File: config.mk
export PLATFORM = sky130hd
export DESIGN_NAME = ula_sequencial
export DESIGN_NICKNAME = d
export VERILOG_FILES = /design/src/rtl/ula_pkg.sv /design/src/rtl/ula_sequencial_bcd.sv /design/src/rtl/ula_sequencial.sv
export SDC_FILE = /design/constraint.sdc
export NUM_CORES = 1
export LEC_CHECK = 0
export BUFFER_PORTS_ARGS = -buffer_cell sky130_fd_sc_hd__clkbuf_2
export CAP_MARGIN = 0
export CORE_MARGIN = 1
export CORE_UTILIZATION = 53
export CTS_CLUSTER_SIZE = 8
export DETAILED_ROUTE_END_ITERATION = 6
export HOLD_SLACK_MARGIN = 0.06
export PLACE_DENSITY_LB_ADDON = 0.2
export SYNTH_ARGS = -nofsm -noshare
export SYNTH_HDL_FRONTEND = slang
export SYNTH_SLANG_ARGS = --single-unit
File: constraint.sdc
create_clock -name clk -period 4.02 [get_ports clk]
set_clock_uncertainty 0.15 [all_clocks]
set_input_delay 0.804 -clock clk [delete_from_list [all_inputs] [get_ports clk]]
set_output_delay 0.804 -clock clk [all_outputs]
set_load 0.005 [all_outputs]
File: src/rtl/ula_pkg.sv
// Shared definitions for the sequential ALU: opcodes, FSM states, flag
// bit positions and the double-dabble digit adjust used by the BCD converter.
package ula_pkg;

    localparam logic [2:0] OP_ADD = 3'b000;
    localparam logic [2:0] OP_SUB = 3'b001;
    localparam logic [2:0] OP_AND = 3'b010;
    localparam logic [2:0] OP_OR  = 3'b011;
    localparam logic [2:0] OP_XOR = 3'b100;
    localparam logic [2:0] OP_MUL = 3'b101;
    localparam logic [2:0] OP_DIV = 3'b110;
    localparam logic [2:0] OP_RSV = 3'b111;

    typedef enum logic [1:0] {
        IDLE = 2'd0,
        CALC = 2'd1,
        CONV = 2'd2,
        DONE = 2'd3
    } state_t;

    localparam int FLAG_COUT = 0;
    localparam int FLAG_OV   = 1;
    localparam int FLAG_Z    = 2;
    localparam int FLAG_ERR  = 3;
    localparam int FLAG_NEG  = 4;
    localparam int FLAG_N    = 5;

    // add-3 correction applied to a BCD digit before each shift
    function automatic logic [3:0] bcd_adjust(input logic [3:0] digit);
        return (digit >= 4'd5) ? digit + 4'd3 : digit;
    endfunction

endpackage

File: src/rtl/ula_sequencial_bcd.sv
// Iterative double-dabble binary-to-BCD converter, one input bit per cycle.
// start loads the value; done is high during the last shift cycle, and bcd
// updates on that edge and holds until the next conversion completes.
module bcd_serial
    import ula_pkg::*;
#(
    parameter int WIDTH  = 16,
    parameter int DIGITS = 5
) (
    input  logic                  clk,
    input  logic                  rst_n,
    input  logic                  start,
    input  logic [WIDTH-1:0]      value,
    output logic                  done,
    output logic [4*DIGITS-1:0]   bcd
);

    localparam int CNT_W = $clog2(WIDTH);

    logic                  running;
    logic [CNT_W-1:0]      cnt;
    logic [WIDTH-1:0]      shreg;
    logic [4*DIGITS-1:0]   acc;
    logic [4*DIGITS-1:0]   acc_adj;
    logic [4*DIGITS-1:0]   acc_step;

    // one double-dabble step: adjust every digit, then shift in the next bit
    always_comb begin
        acc_adj = acc;
        for (int unsigned d = 0; d < DIGITS; d++) begin
            acc_adj[4*d +: 4] = bcd_adjust(acc[4*d +: 4]);
        end
        acc_step = (4*DIGITS)'({acc_adj, shreg[WIDTH-1]});
        done     = running && (cnt == CNT_W'(WIDTH-1));
    end

    // conversion sequencing and result holding register
    always_ff @(posedge clk or negedge rst_n) begin
        if (!rst_n) begin
            running <= 1'b0;
            cnt     <= '0;
            shreg   <= '0;
            acc     <= '0;
            bcd     <= '0;
        end else if (start) begin
            running <= 1'b1;
            cnt     <= '0;
            shreg   <= value;
            acc     <= '0;
        end else if (running) begin
            shreg <= shreg << 1;
            acc   <= acc_step;
            cnt   <= cnt + CNT_W'(1);
            if (done) begin
                running <= 1'b0;
                bcd     <= acc_step;
            end
        end
    end

endmodule

File: src/rtl/ula_sequencial.sv
// Sequential ALU: add/sub/logic in one cycle, shift-add multiply and
// restoring divide in WIDTH cycles, then optional serial BCD conversion of
// the result magnitude. Macro ULA_BCD_EN enables the BCD stage; without it
// the CONV state is skipped and bcd_out is tied to zero.
module ula_sequencial
    import ula_pkg::*;
#(
    parameter int WIDTH      = 8,
    parameter int BCD_DIGITS = 5
) (
    input  logic                    clk,
    input  logic                    rst_n,
    input  logic [WIDTH-1:0]        a_in,
    input  logic [WIDTH-1:0]        b_in,
    input  logic                    cin,
    input  logic [2:0]              op_sel,
    input  logic                    start,
    output logic                    busy,
    output logic                    done,
    output logic [2*WIDTH-1:0]      result,
    output logic [WIDTH-1:0]        remainder,
    output logic                    flag_cout,
    output logic                    flag_ov,
    output logic                    flag_z,
    output logic                    flag_err,
    output logic                    flag_neg,
    output logic [4*BCD_DIGITS-1:0] bcd_out
);

    localparam int CNT_W = $clog2(WIDTH);

    state_t state;
    state_t state_next;

    logic                accept;
    logic                calc_en;
    logic                calc_last;
    logic                enter_done;
    logic                mul_div;

    logic [WIDTH-1:0]    a_r;
    logic [WIDTH-1:0]    b_r;
    logic                cin_r;
    logic [2:0]          op_r;
    logic [WIDTH-1:0]    hi;
    logic [WIDTH-1:0]    lo;
    logic [CNT_W-1:0]    cnt;

    logic [WIDTH-1:0]    hi_step;
    logic [WIDTH-1:0]    lo_step;
    logic [WIDTH:0]      sum;
    logic [WIDTH:0]      shifted;
    logic [WIDTH:0]      add_sum;
    logic [WIDTH:0]      sub_dif;

    logic [2*WIDTH-1:0]  res_next;
    logic [WIDTH-1:0]    rem_next;
    logic [FLAG_N-1:0]   flags_next;
    logic [FLAG_N-1:0]   flags_r;

`ifdef ULA_BCD_EN
    logic                conv_start;
    logic                conv_done;
    logic [2*WIDTH-1:0]  mag_next;
    logic [2*WIDTH-1:0]  res_w;
    logic [WIDTH-1:0]    rem_w;
    logic [FLAG_N-1:0]   flags_w;
`endif

    // state register
    always_ff @(posedge clk or negedge rst_n) begin
        if (!rst_n) begin
            state <= IDLE;
        end else begin
            state <= state_next;
        end
    end

    // next-state logic
    always_comb begin
        state_next = state;
        case (state)
            IDLE: if (start) state_next = CALC;
            CALC: begin
                if (calc_last) begin
`ifdef ULA_BCD_EN
                    state_next = CONV;
`else
                    state_next = DONE;
`endif
                end
            end
            CONV: begin
`ifdef ULA_BCD_EN
                if (conv_done) state_next = DONE;
`else
                state_next = IDLE;
`endif
            end
            DONE:    state_next = IDLE;
            default: state_next = IDLE;
        endcase
    end

    // FSM outputs and datapath controls
    always_comb begin
        busy       = (state != IDLE);
        done       = (state == DONE);
        accept     = (state == IDLE) && start;
        calc_en    = (state == CALC);
        enter_done = (state != DONE) && (state_next == DONE);
`ifdef ULA_BCD_EN
        conv_start = calc_en && calc_last;
`endif
    end

    // one multiply or divide iteration on the shared hi/lo register pair
    always_comb begin
        hi_step = hi;
        lo_step = lo;
        sum     = '0;
        shifted = '0;
        if (op_r == OP_MUL) begin
            sum     = {1'b0, hi} + (lo[0] ? {1'b0, b_r} : '0);
            hi_step = sum[WIDTH:1];
            lo_step = {sum[0], lo[WIDTH-1:1]};
        end else begin
            shifted = {hi, lo[WIDTH-1]};
            if (shifted >= {1'b0, b_r}) begin
                hi_step = WIDTH'(shifted - {1'b0, b_r});
                lo_step = {lo[WIDTH-2:0], 1'b1};
            end else begin
                hi_step = shifted[WIDTH-1:0];
                lo_step = {lo[WIDTH-2:0], 1'b0};
            end
        end
    end

    // final result and flags as they stand after the current CALC cycle
    always_comb begin
        mul_div    = (op_r == OP_MUL) || ((op_r == OP_DIV) && (b_r != '0));
        calc_last  = !mul_div || (cnt == CNT_W'(WIDTH-1));
        add_sum    = {1'b0, a_r} + {1'b0, b_r} + {{WIDTH{1'b0}}, cin_r};
        sub_dif    = {1'b0, a_r} - {1'b0, b_r} - {{WIDTH{1'b0}}, cin_r};
        res_next   = '0;
        rem_next   = '0;
        flags_next = '0;
        case (op_r)
            OP_ADD: begin
                res_next[WIDTH-1:0]  = add_sum[WIDTH-1:0];
                flags_next[FLAG_COUT] = add_sum[WIDTH];
                flags_next[FLAG_OV]   = (a_r[WIDTH-1] == b_r[WIDTH-1]) &&
                                        (add_sum[WIDTH-1] != a_r[WIDTH-1]);
            end
            OP_SUB: begin
                res_next[WIDTH-1:0]  = sub_dif[WIDTH-1:0];
                flags_next[FLAG_COUT] = sub_dif[WIDTH];
                flags_next[FLAG_OV]   = (a_r[WIDTH-1] != b_r[WIDTH-1]) &&
                                        (sub_dif[WIDTH-1] != a_r[WIDTH-1]);
                flags_next[FLAG_NEG]  = sub_dif[WIDTH-1];
            end
            OP_AND: res_next[WIDTH-1:0] = a_r & b_r;
            OP_OR:  res_next[WIDTH-1:0] = a_r | b_r;
            OP_XOR: res_next[WIDTH-1:0] = a_r ^ b_r;
            OP_MUL: res_next = {hi_step, lo_step};
            OP_DIV: begin
                if (b_r == '0) begin
                    res_next[WIDTH-1:0]  = '1;
                    rem_next             = a_r;
                    flags_next[FLAG_ERR] = 1'b1;
                end else begin
                    res_next[WIDTH-1:0] = lo_step;
                    rem_next            = hi_step;
                end
            end
            OP_RSV:  res_next = '0;
            default: res_next = '0;
        endcase
        flags_next[FLAG_Z] = (res_next == '0);
`ifdef ULA_BCD_EN
        mag_next = res_next;
        if (flags_next[FLAG_NEG]) begin
            mag_next[WIDTH-1:0] = ~res_next[WIDTH-1:0] + WIDTH'(1);
        end
`endif
    end

    // operand capture on accept and iteration state during CALC
    always_ff @(posedge clk or negedge rst_n) begin
        if (!rst_n) begin
            a_r   <= '0;
            b_r   <= '0;
            cin_r <= 1'b0;
            op_r  <= OP_ADD;
            hi    <= '0;
            lo    <= '0;
            cnt   <= '0;
        end else if (accept) begin
            a_r   <= a_in;
            b_r   <= b_in;
            cin_r <= cin;
            op_r  <= op_sel;
            hi    <= '0;
            lo    <= a_in;
            cnt   <= '0;
        end else if (calc_en) begin
            hi  <= hi_step;
            lo  <= lo_step;
            cnt <= cnt + CNT_W'(1);
        end
    end

`ifdef ULA_BCD_EN
    // hold the computed result while the BCD conversion runs
    always_ff @(posedge clk or negedge rst_n) begin
        if (!rst_n) begin
            res_w   <= '0;
            rem_w   <= '0;
            flags_w <= '0;
        end else if (calc_en && calc_last) begin
            res_w   <= res_next;
            rem_w   <= rem_next;
            flags_w <= flags_next;
        end
    end

    bcd_serial #(
        .WIDTH  (2*WIDTH),
        .DIGITS (BCD_DIGITS)
    ) u_bcd (
        .clk   (clk),
        .rst_n (rst_n),
        .start (conv_start),
        .value (mag_next),
        .done  (conv_done),
        .bcd   (bcd_out)
    );
`else
    assign bcd_out = '0;
`endif

    // visible result registers, loaded on the edge entering DONE
    always_ff @(posedge clk or negedge rst_n) begin
        if (!rst_n) begin
            result    <= '0;
            remainder <= '0;
            flags_r   <= '0;
        end else if (enter_done) begin
`ifdef ULA_BCD_EN
            result    <= res_w;
            remainder <= rem_w;
            flags_r   <= flags_w;
`else
            result    <= res_next;
            remainder <= rem_next;
            flags_r   <= flags_next;
`endif
        end
    end

    assign flag_cout = flags_r[FLAG_COUT];
    assign flag_ov   = flags_r[FLAG_OV];
    assign flag_z    = flags_r[FLAG_Z];
    assign flag_err  = flags_r[FLAG_ERR];
    assign flag_neg  = flags_r[FLAG_NEG];

endmodule
---- Word-level counts from Yosys, hierarchy flattened ----
Index checks and enable logic that the tools add are counted.
storage, ports and cells
  flip-flop bits (word level) ............. 70
cells by class
  $add $sub $neg .......................... 7
  order comparisons ....................... 1
  equal/unequal tests ..................... 17
  muxes and demuxes ....................... 23
  bitwise logic cells ..................... 3
  reduce and logical (&&, ||, !) cells .... 16
operators by type and width
  operator              number
  $mux W8               12
  $pmux W8 S8           1
  $add A8 B8 Y9         2
  $logic_not A16 Y1     1
  $eq A3 B3 Y1 const B  5
  $add A9 B1 Y9         1
  $ge A9 B8 Y1          1
  $sub A8 B8 Y9         1
  $sub A9 B1 Y9         1
  $and A8 B8 Y8         1
  $logic_not A8 Y1      1
  $or A8 B8 Y8          1
  $reduce_bool A8 Y1    1
  $sub A8 B8 Y8         1
  $xor A8 B8 Y8         1
  $eq A2 B2 Y1 const B  3
  $eq A3 B2 Y1 const B  2
  $mux W3               2
  $pmux W2 S3           1
  $logic_and A1 B1 Y1   5
  $mux W1               4
  $mux W2               2
  $pmux W2 S2           1
  $reduce_bool A2 Y1    2
  other kinds (11)      14

---- Longest topological paths before layout ----
Gate-level depths: netlist of run 1.
  word-level depth ........................ 9
  mapped depth ............................ 12
  mapped depth without buffers ............ 12

---- Least setup slack after synthesis of run 1 ----
OpenSTA, ideal clock, no wires.
  path type ............................... register to register
  start point ............................. register b_r[0]
  end point ............................... register flags_r[2]
  setup time .............................. 0.092 ns
  arrival time ............................ 2.782 ns
  required time ........................... 3.778 ns
  slack ................................... 0.996 ns
  stages on the path, launching flop included .. 13
  path through ............................ dfrtp_1 inv_1 nor2_1 ha_1 fa_1 a211oi_2 nor2_1 xor2_1 o21ai_0 and4_1 nand4_1 or4_1 o31ai_2
on the way
  longest elaborated chain between the ends .. 9
  elaborated cells on any way between the ends .. 29
  classes of those cells .................. add/sub (6); order compare (1); eq/ne (1); mux (10); bitwise (3); reduce/logical (8)
RTL lines
  what                                                   line                   source
  start: declaration                                     ula_sequencial.sv:42   logic [WIDTH-1:0] b_r;
  start signal: assignment                               ula_sequencial.sv:200  b_r <= b_in;
  branches (longest 9 deep; another with $sub A8 B8 Y9)  -
  end signal: assignment                                 ula_sequencial.sv:256  flags_r <= flags_next;
  end: declaration                                       ula_sequencial.sv:59   logic [FLAG_N-1:0] flags_r;
Several ways; the timed one is not identified.
A chain may end at the register's enable or synchronous reset.

---- Worst setup path after layout of run 1 ----
  start point ............................. register a_r[0]
  end point ............................... register flags_r[2]
on the way
  longest elaborated chain between the ends .. 4
  elaborated cells on any way between the ends .. 9
  classes of those cells .................. add/sub (4); mux (1); bitwise (3); reduce/logical (1)
RTL lines
  what                                                   line                                          source
  start: declaration                                     ula_sequencial.sv:41                          logic [WIDTH-1:0] a_r;
  start signal: assignment                               ula_sequencial.sv:199                         a_r <= a_in;
  $sub A8 B8 Y9 / $add A8 B8 Y9 (equally long branches)  ula_sequencial.sv:144, ula_sequencial.sv:143
  $sub A9 B1 Y9 / $add A9 B1 Y9 (equally long branches)  ula_sequencial.sv:144, ula_sequencial.sv:143
  $pmux W8 S8 (*)                                        ula_sequencial.sv:148                         case (op_r)
  $logic_not A16 Y1 (*)                                  ula_sequencial.sv:179                         flags_next[FLAG_Z] = (res_next == '0);
Mark *: on every way between the ends. The rest lies on a longest branch, timed or not.

==> reports/qor.txt, run 1 <==
DP Area - 0.005649 sq mm
FMAX - 0.2910 GHz
Critical path startpoint category - flop
Post-route cell area - 0.005903 sq mm
Effective utilization at floorplan - 54.65%
Crit-path max FO - 4
Synth cell types - 66
All-Layer GR Usage - 30.87%
Max Cap Viol - 0
Fraction of registers with async set or reset after synthesis - 100.0%
WS Path Type - reg -> reg
Routed wire per std cell - 18.83 um
EDFF count, synth - 0
Cts hold-fix bufs - 0
Worst-margin pin slew - 1.057 ns
Syn avg cell area - 8.438 sq um
DIE WIDTH - 102.4 um
Via count - 4793
P&R area growth vs syn - 10.52%
Via density - 5.888
Cells after Synth - 633
Min-Delay Path Class - reg -> reg
Warnings, synthesis - 0
Final setup violation count - 0
Fin. Hold Viols - 0
Reg area - 0.001752 sq mm
Dpl ws - 0.6605 ns
Post-route minimum period - 3.436 ns
Slew headroom - 29.47%
Clock network latency to the later pin of the worst-skew pair - 0.36 ns
Critical path arrival - 3.56 ns
Layout cell share with drive strength beyond 1 - 14.10%
Seq/Total Area, Yosys - 32.79%
Post-CTS Setup Repair Bufs - 0
H-tree level count - 3
Number of buffers created by CTS - 9
Post-Route WL - 15330 um
GRT overflow - 0
DP Wirelength - 11470 um
Antenna diode count - 0
DRC violations left - 0
Core area - 0.009774 sq mm
Top_reg_cell synth - dfrtp_1
Tcrit/Tclk final - 85.48%
Largest net degree at the start of global routing - 71
CTS max path bufs - 2
Iter 0 DRT Violations - 441
Die height - 102.4 um
Die area - 0.01048 sq mm
Initial antenna violation count - 0
Post-synthesis cell area - 0.005341 sq mm
# rows - 36
Status - finished, final reports clean
Post-CTS Resized - 0
Worst Path Required - 4.14 ns
RSZ-0062 raised after global routing - false
CTS root buffer - clkbuf_8
#FFs+latches synth - 70
Fillers - 936
Antenna viol nets, final - 0
I/O pin count - 74
CTS tree - built
Pre-antenna DRT Iters - 5
CP Capture Type - flop
Final Net Count - 753
Buffers added on ports - 53
First-pass GRT wire length - 23750 um
CTS clk-pin slew, worst paths - 0.09 ns
CTS sink cnt - 70
Setup_tns - 0 ns
Area of the multi-input gates - 0.003243 sq mm
Fin worst setup slack - 0.5835 ns
Final RePlAce weighted congestion - 0.9471
Fin. max-slew vios - 0
Vias in the first global route - 4334
==> per-layer routing <==
layer | wire (um) | part of all wire [%] | global-route usage (%)
met2 | 6745 | 44 | 45.79
met1 | 7211 | 47 | 45.90
met5 | 0 | 0 | 0
met4 | 378 | 2.5 | 10.44
met3 | 996 | 6.5 | 4.378
==> critical path: stages, from the launching register on <==
cell and delay [ns]:
dfrtp_1 0.38, inv_1 0.13, fa_1 0.48, fa_1 0.45, xnor2_1 0.19, mux2i_1 0.10, a221oi_1 0.26, a21oi_1 0.07
o22ai_1 0.28, nand4_1 0.12, or4_1 0.56, o31ai_2 0.19
==> synth_stat cells, types with 3 or more instances <==
cell	instances	area [sq um]
o21ai_1	3	15.01
buf_2	5	25.02
inv_1	33	123.9
a22o_1	9	78.83
dfrtp_1	70	1752
nor3_1	8	40.04
o21bai_1	5	37.54
nor2b_1	5	31.28
nor2_1	56	210.2
a21o_1	7	52.55
buf_4	21	157.7
and2_1	3	18.77
nand2_1	94	352.8
o211ai_1	4	30.03
mux2i_1	10	100.1
o21ai_0	67	335.3
o21a_1	5	37.54
fa_1	6	120.1
a21oi_1	42	210.2
clkbuf_1	20	75.07
o41ai_1	6	52.55
nand2b_1	7	43.79
ha_1	48	600.6
mux2_2	4	45.04
nand3_1	5	25.02
xor2_1	11	96.34
o31ai_1	9	67.56
a211oi_1	5	37.54
xnor2_1	16	140.1
==> metrics by stage <==
stage	hold slack, ns	utilization, %	std cells
2_1_floorplan	0.3128	-	652
3_3_place_gp	0.3046	57.80	798
3_5_place_dp	0.3110	57.80	798
4_1_cts	0.3294	60.39	814
5_1_grt	0.3599	60.39	814
6_report	0.3257	60.39	814
==> worst paths after layout <==
kind	to	startpoint	cells after the start	slack, ns
worst max-delay path	flags_r[2]	a_r[0]	11	0.58
min in group asynchronous	result[5]	rst_n	2	0.50
worst min-delay path	result[8]	result[8]	2	0.33
worst max register to register	flags_r[2]	a_r[0]	11	0.58
max in group asynchronous	result[1]	rst_n	2	2.65
worst min register to register	result[8]	result[8]	2	0.33
==> cells in the final DEF, fill, tap and decap left out, drive strengths merged, types with 7 or more instances in the layout <==
master / instances
a21o: 7
a21oi: 43
a22o: 9
buf: 11
clkbuf: 62
conb: 20
dfrtp: 70
ha: 48
inv: 36
mux2i: 10
nand2: 95
nand2b: 7
nor2: 56
nor3: 8
o21ai: 70
o31ai: 10
xnor2: 16
xor2: 11
==> kinds of logic after synthesis <==
| group | count (synthesis) | synth area share (%) |
|---|---|---|
| AO/OA/AOI/OAI | 184 | 21.55 |
| XOR/XNOR | 27 | 4.427 |
| adder cells (fa/ha/maj) | 54 | 13.49 |
| buffers and inverters | 86 | 8.034 |
| flip-flops | 70 | 32.79 |
| multiplexers | 15 | 3.139 |
| other | 1 | 0.07021 |
| AND/OR/NAND/NOR | 196 | 16.49 |
==> final cells by class <==
| type | count | area share, % |
|---|---|---|
| clock buffer | 10 | 2.331 |
| sequential | 70 | 29.67 |
| tap | 133 | 2.819 |
| timing repair buffer | 63 | 5.765 |
| clock inverter | 6 | 1.971 |
| inverter | 36 | 2.501 |
| multi-input combinational | 496 | 54.94 |
==> flip-flops by register name, summed over array words and instances, names as in the netlist <==
register / count
result: 16
cin_r: 1
cnt: 3
lo: 8
op_r: 3
remainder: 8
flags_r: 5
hi: 8
a_r: 8
b_r: 8
state: 2
Power of run 1 is not shown: default switching activity piles up to over one toggle a cycle in this logic, so the estimate is an artifact.
==> inputs of run 2 (changes only) <==
--- a/config.mk
+++ b/config.mk
@@ -8,11 +8,12 @@
 export BUFFER_PORTS_ARGS = -buffer_cell sky130_fd_sc_hd__clkbuf_2
 export CAP_MARGIN = 0
 export CORE_MARGIN = 1
-export CORE_UTILIZATION = 53
+export CORE_UTILIZATION = 38
 export CTS_CLUSTER_SIZE = 8
 export DETAILED_ROUTE_END_ITERATION = 6
 export HOLD_SLACK_MARGIN = 0.06
 export PLACE_DENSITY_LB_ADDON = 0.2
 export SYNTH_ARGS = -nofsm -noshare
 export SYNTH_HDL_FRONTEND = slang
+export SYNTH_HIERARCHICAL = 1
 export SYNTH_SLANG_ARGS = --single-unit
==> reports/qor.txt, run 2 <==
Reg2reg path depth - 11 (unchanged)
Most Frequent Cell on Critical Path - fa_1
Antenna viol nets, final - 0 (unchanged)
Final Hold Slack - 0.2508 ns (-0.07496 ns)
Clock network latency to the later pin of the worst-skew pair - 0.35 ns (about the same)
GRT overflow - 0 (unchanged)
CTS root buffer - clkbuf_16
Leading cell type in the layout, fill and taps excluded - nand2_1
Setup_tns - 0 ns (unchanged)
P&R area growth vs syn - 13.07%
Fin cells - 859 (+5.5%)
FMAX - 0.2965 GHz (+1.9%)
Die area - 0.01453 sq mm (+39%)
CTS sink cnt - 70 (unchanged)
CTS tree - built
Seq/Total Area, Yosys - 32.79% (unchanged)
Antenna diode count - 0 (unchanged)
Post-synthesis cell area - 0.005341 sq mm (unchanged)
Max layer used - met4
WS Path Type - reg -> reg
CP Launch Point - a_r[0]
Layout cell share with drive strength beyond 1 - 14.20% (+0.11 points)
Synth cell types - 66 (unchanged)
Post-synth top area share - 32.79% (unchanged)
Core area - 0.01345 sq mm (+38%)
Fraction of registers with async set or reset after synthesis - 100.0% (unchanged)
Routed wire per std cell - 18.90 um (+0.32%)
Largest net degree at the start of global routing - 51 (-28%)
Number of buffers created by CTS - 9 (unchanged)
Peak supply drop - 445.6 uV
DP Wirelength - 12500 um (+9.0%)
Area leader, netlist - dfrtp_1
Met3 WL post-DR - 1336 um (+34%)
Effective utilization at floorplan - 39.70% (-15 points)
Most frequent cell after synthesis - nand2_1
DIE WIDTH - 120.6 um (+18%)
#FFs+latches synth - 70 (unchanged)
Top_reg_cell synth - dfrtp_1
Post-route cell area - 0.006040 sq mm (+2.3%)
CP Capture Type - flop
RR Endpoint - flags_r[2]
DP Area - 0.005718 sq mm (+1.2%)
Tcrit/Tclk final - 83.91% (-1.6 points)
Final setup violation count - 0 (unchanged)
Commonest cells after routing, fill and taps aside - nand2_1 (94), dfrtp_1 (70), o21ai_0 (67)
Commonest cells post-synth - nand2_1 (94), dfrtp_1 (70), o21ai_0 (67)
Iter 0 DRT Violations - 328 (-26%)
Worst Path Required - 4.13 ns (about the same)
Critical path startpoint category - flop
Fillers - 1376 (+47%)
RR Startpoint - a_r[0]
Via density - 5.511 (-6.4%)
Cells after Synth - 633 (unchanged)
Final Net Count - 755 (+0.27%)
Post-Route WL - 16230 um (+5.9%)
CTS clk-pin slew, worst paths - 0.06 ns (-0.03 ns)
Die height - 120.6 um (+18%)
Post-route minimum period - 3.373 ns (-0.06332 ns)
Slew headroom - 25.00% (-4.5 points)
All-Layer GR Usage - 23.57% (-7.3 points)
H-tree level count - 3 (unchanged)
I/O pin count - 74 (unchanged)
Most flops, register - result
Critical path arrival - 3.48 ns (-0.08 ns)
CP peak stage delay - 0.55 ns (about the same)
Pwr Density - 1081 mW/mm^2
Buffers added on ports - 53 (unchanged)
Max Cap Viol - 0 (unchanged)
CP endpoint - flags_r[2]
Status - finished, final reports clean
Placed insts - 843 (+5.6%)
Min-Delay Path Class - in -> async
Synth area leaders - dfrtp_1 (33%), ha_1 (11%), nand2_1 (6.6%)
Worst path slowest cell - or4_1
# rows - 42 (+17%)
DRC violations left - 0 (unchanged)
RSZ-0062 raised after global routing - false
DR WL met2 - 6935 um (+2.8%)
Syn avg cell area - 8.438 sq um (unchanged)
Via count - 4734 (-1.2%)
First-pass GRT wire length - 25590 um (+7.7%)
Post-CTS Resized - 0 (unchanged)
Dpl ws - 0.6986 ns (+0.03807 ns)
Post-CTS Setup Repair Bufs - 0 (unchanged)
Vias in the first global route - 4575 (+5.6%)
Cts hold-fix bufs - 0 (unchanged)
Worst-margin pin slew - 1.124 ns (+0.06692 ns)
EDFF count, synth - 0 (unchanged)
CTS max path bufs - 2 (unchanged)
Initial antenna violation count - 0 (unchanged)
Largest register FFs - 16 (unchanged)
Fin. Hold Viols - 0 (unchanged)
Pre-antenna DRT Iters - 5 (unchanged)
Met1 wire length - 7638 um (+5.9%)
R2R setup slack - 0.65 ns (+0.06 ns)
Worst path cell trace - inv_1 > fa_1 > fa_1 > xnor2_1 > mux2i_1 > a221oi_1 > a21oi_1 > o22ai_1 > nand4_1 > or4_1 > o31ai_2
Fin worst setup slack - 0.6468 ns (+0.06332 ns)
Warnings, synthesis - 6 (+6)
Crit-path max FO - 4 (unchanged)
Leak - 0.002880 uW
Final RePlAce weighted congestion - 0.9445 (-0.27%)
Fin. max-slew vios - 0 (unchanged)
run 2: kinds of logic after synthesis:
family          share of synthesized area (%)
buf+inv                                 8.034
fa+ha+maj                               13.49
xor+xnor                                4.427
compound gates                          21.55
mux                                     3.139
simple gates                            16.49
other cells                           0.07021
flops                                   32.79
run 2: layer usage:
metal  GRT usage (%)  vias to the layer above
met2           35.34                      205
met5               0                        -
met3           6.179                       18
met4           7.948                        0
li1                -                     2251
met1           32.76                     2260
run 2: final cells by class:
type / count / area [sq um] / share of cell area [%]
multi-input combinational: 496 / 3243 / 53.70
sequential: 70 / 1752 / 29.00
timing repair buffer: 65 / 355.3 / 5.884
clock buffer: 14 / 284.0 / 4.703
tap: 176 / 220.2 / 3.646
inverter: 36 / 147.6 / 2.445
clock inverter: 2 / 37.54 / 0.6215
run 2: how the worst min path moves through the flow:
stage	endpoint	slack (ns)	cells past startpoint	startpoint
after floorplan	result[8]	0.31	2	result[8]
after global placement	result[8]	0.31	2	result[8]
final	a_r[1]	0.25	1	rst_n
after CTS	a_r[1]	0.26	1	rst_n
after detailed placement	remainder[5]	0.32	2	remainder[5]
after global routing	a_r[1]	0.29	1	rst_n
run 2: critical path: cells and delay by family (launching register included):
| family | cells | cell delay [ns] |
|---|---|---|
| buffers and inverters | 1 | 0.13 |
| adders and majority gates | 2 | 0.91 |
| and+or+nand+nor | 2 | 0.66 |
| DFF | 1 | 0.38 |
| AOI/OAI and AO/OA | 4 | 0.78 |
| xor gates and xnor gates | 1 | 0.18 |
| muxes | 1 | 0.09 |
run 2: stage by stage:
| step | util, % | power [uW] |
|---|---|---|
| after floorplan | - | 4430 |
| after global placement | 42.50 | 5548 |
| after detailed placement | 42.50 | 5599 |
| after CTS | 44.89 | 6487 |
| after global routing | 44.89 | 7076 |
| final | 44.89 | 6531 |
run 2: report_power, final:
group | internal, uW | leakage (uW) | switching [uW] | total, uW
Clock | 548 | 0.000155 | 312 | 860
Combinational | 1720 | 0.00182 | 2570 | 4290
Sequential | 1010 | 0.000901 | 373 | 1380
Power figures use the tool's default switching activity.
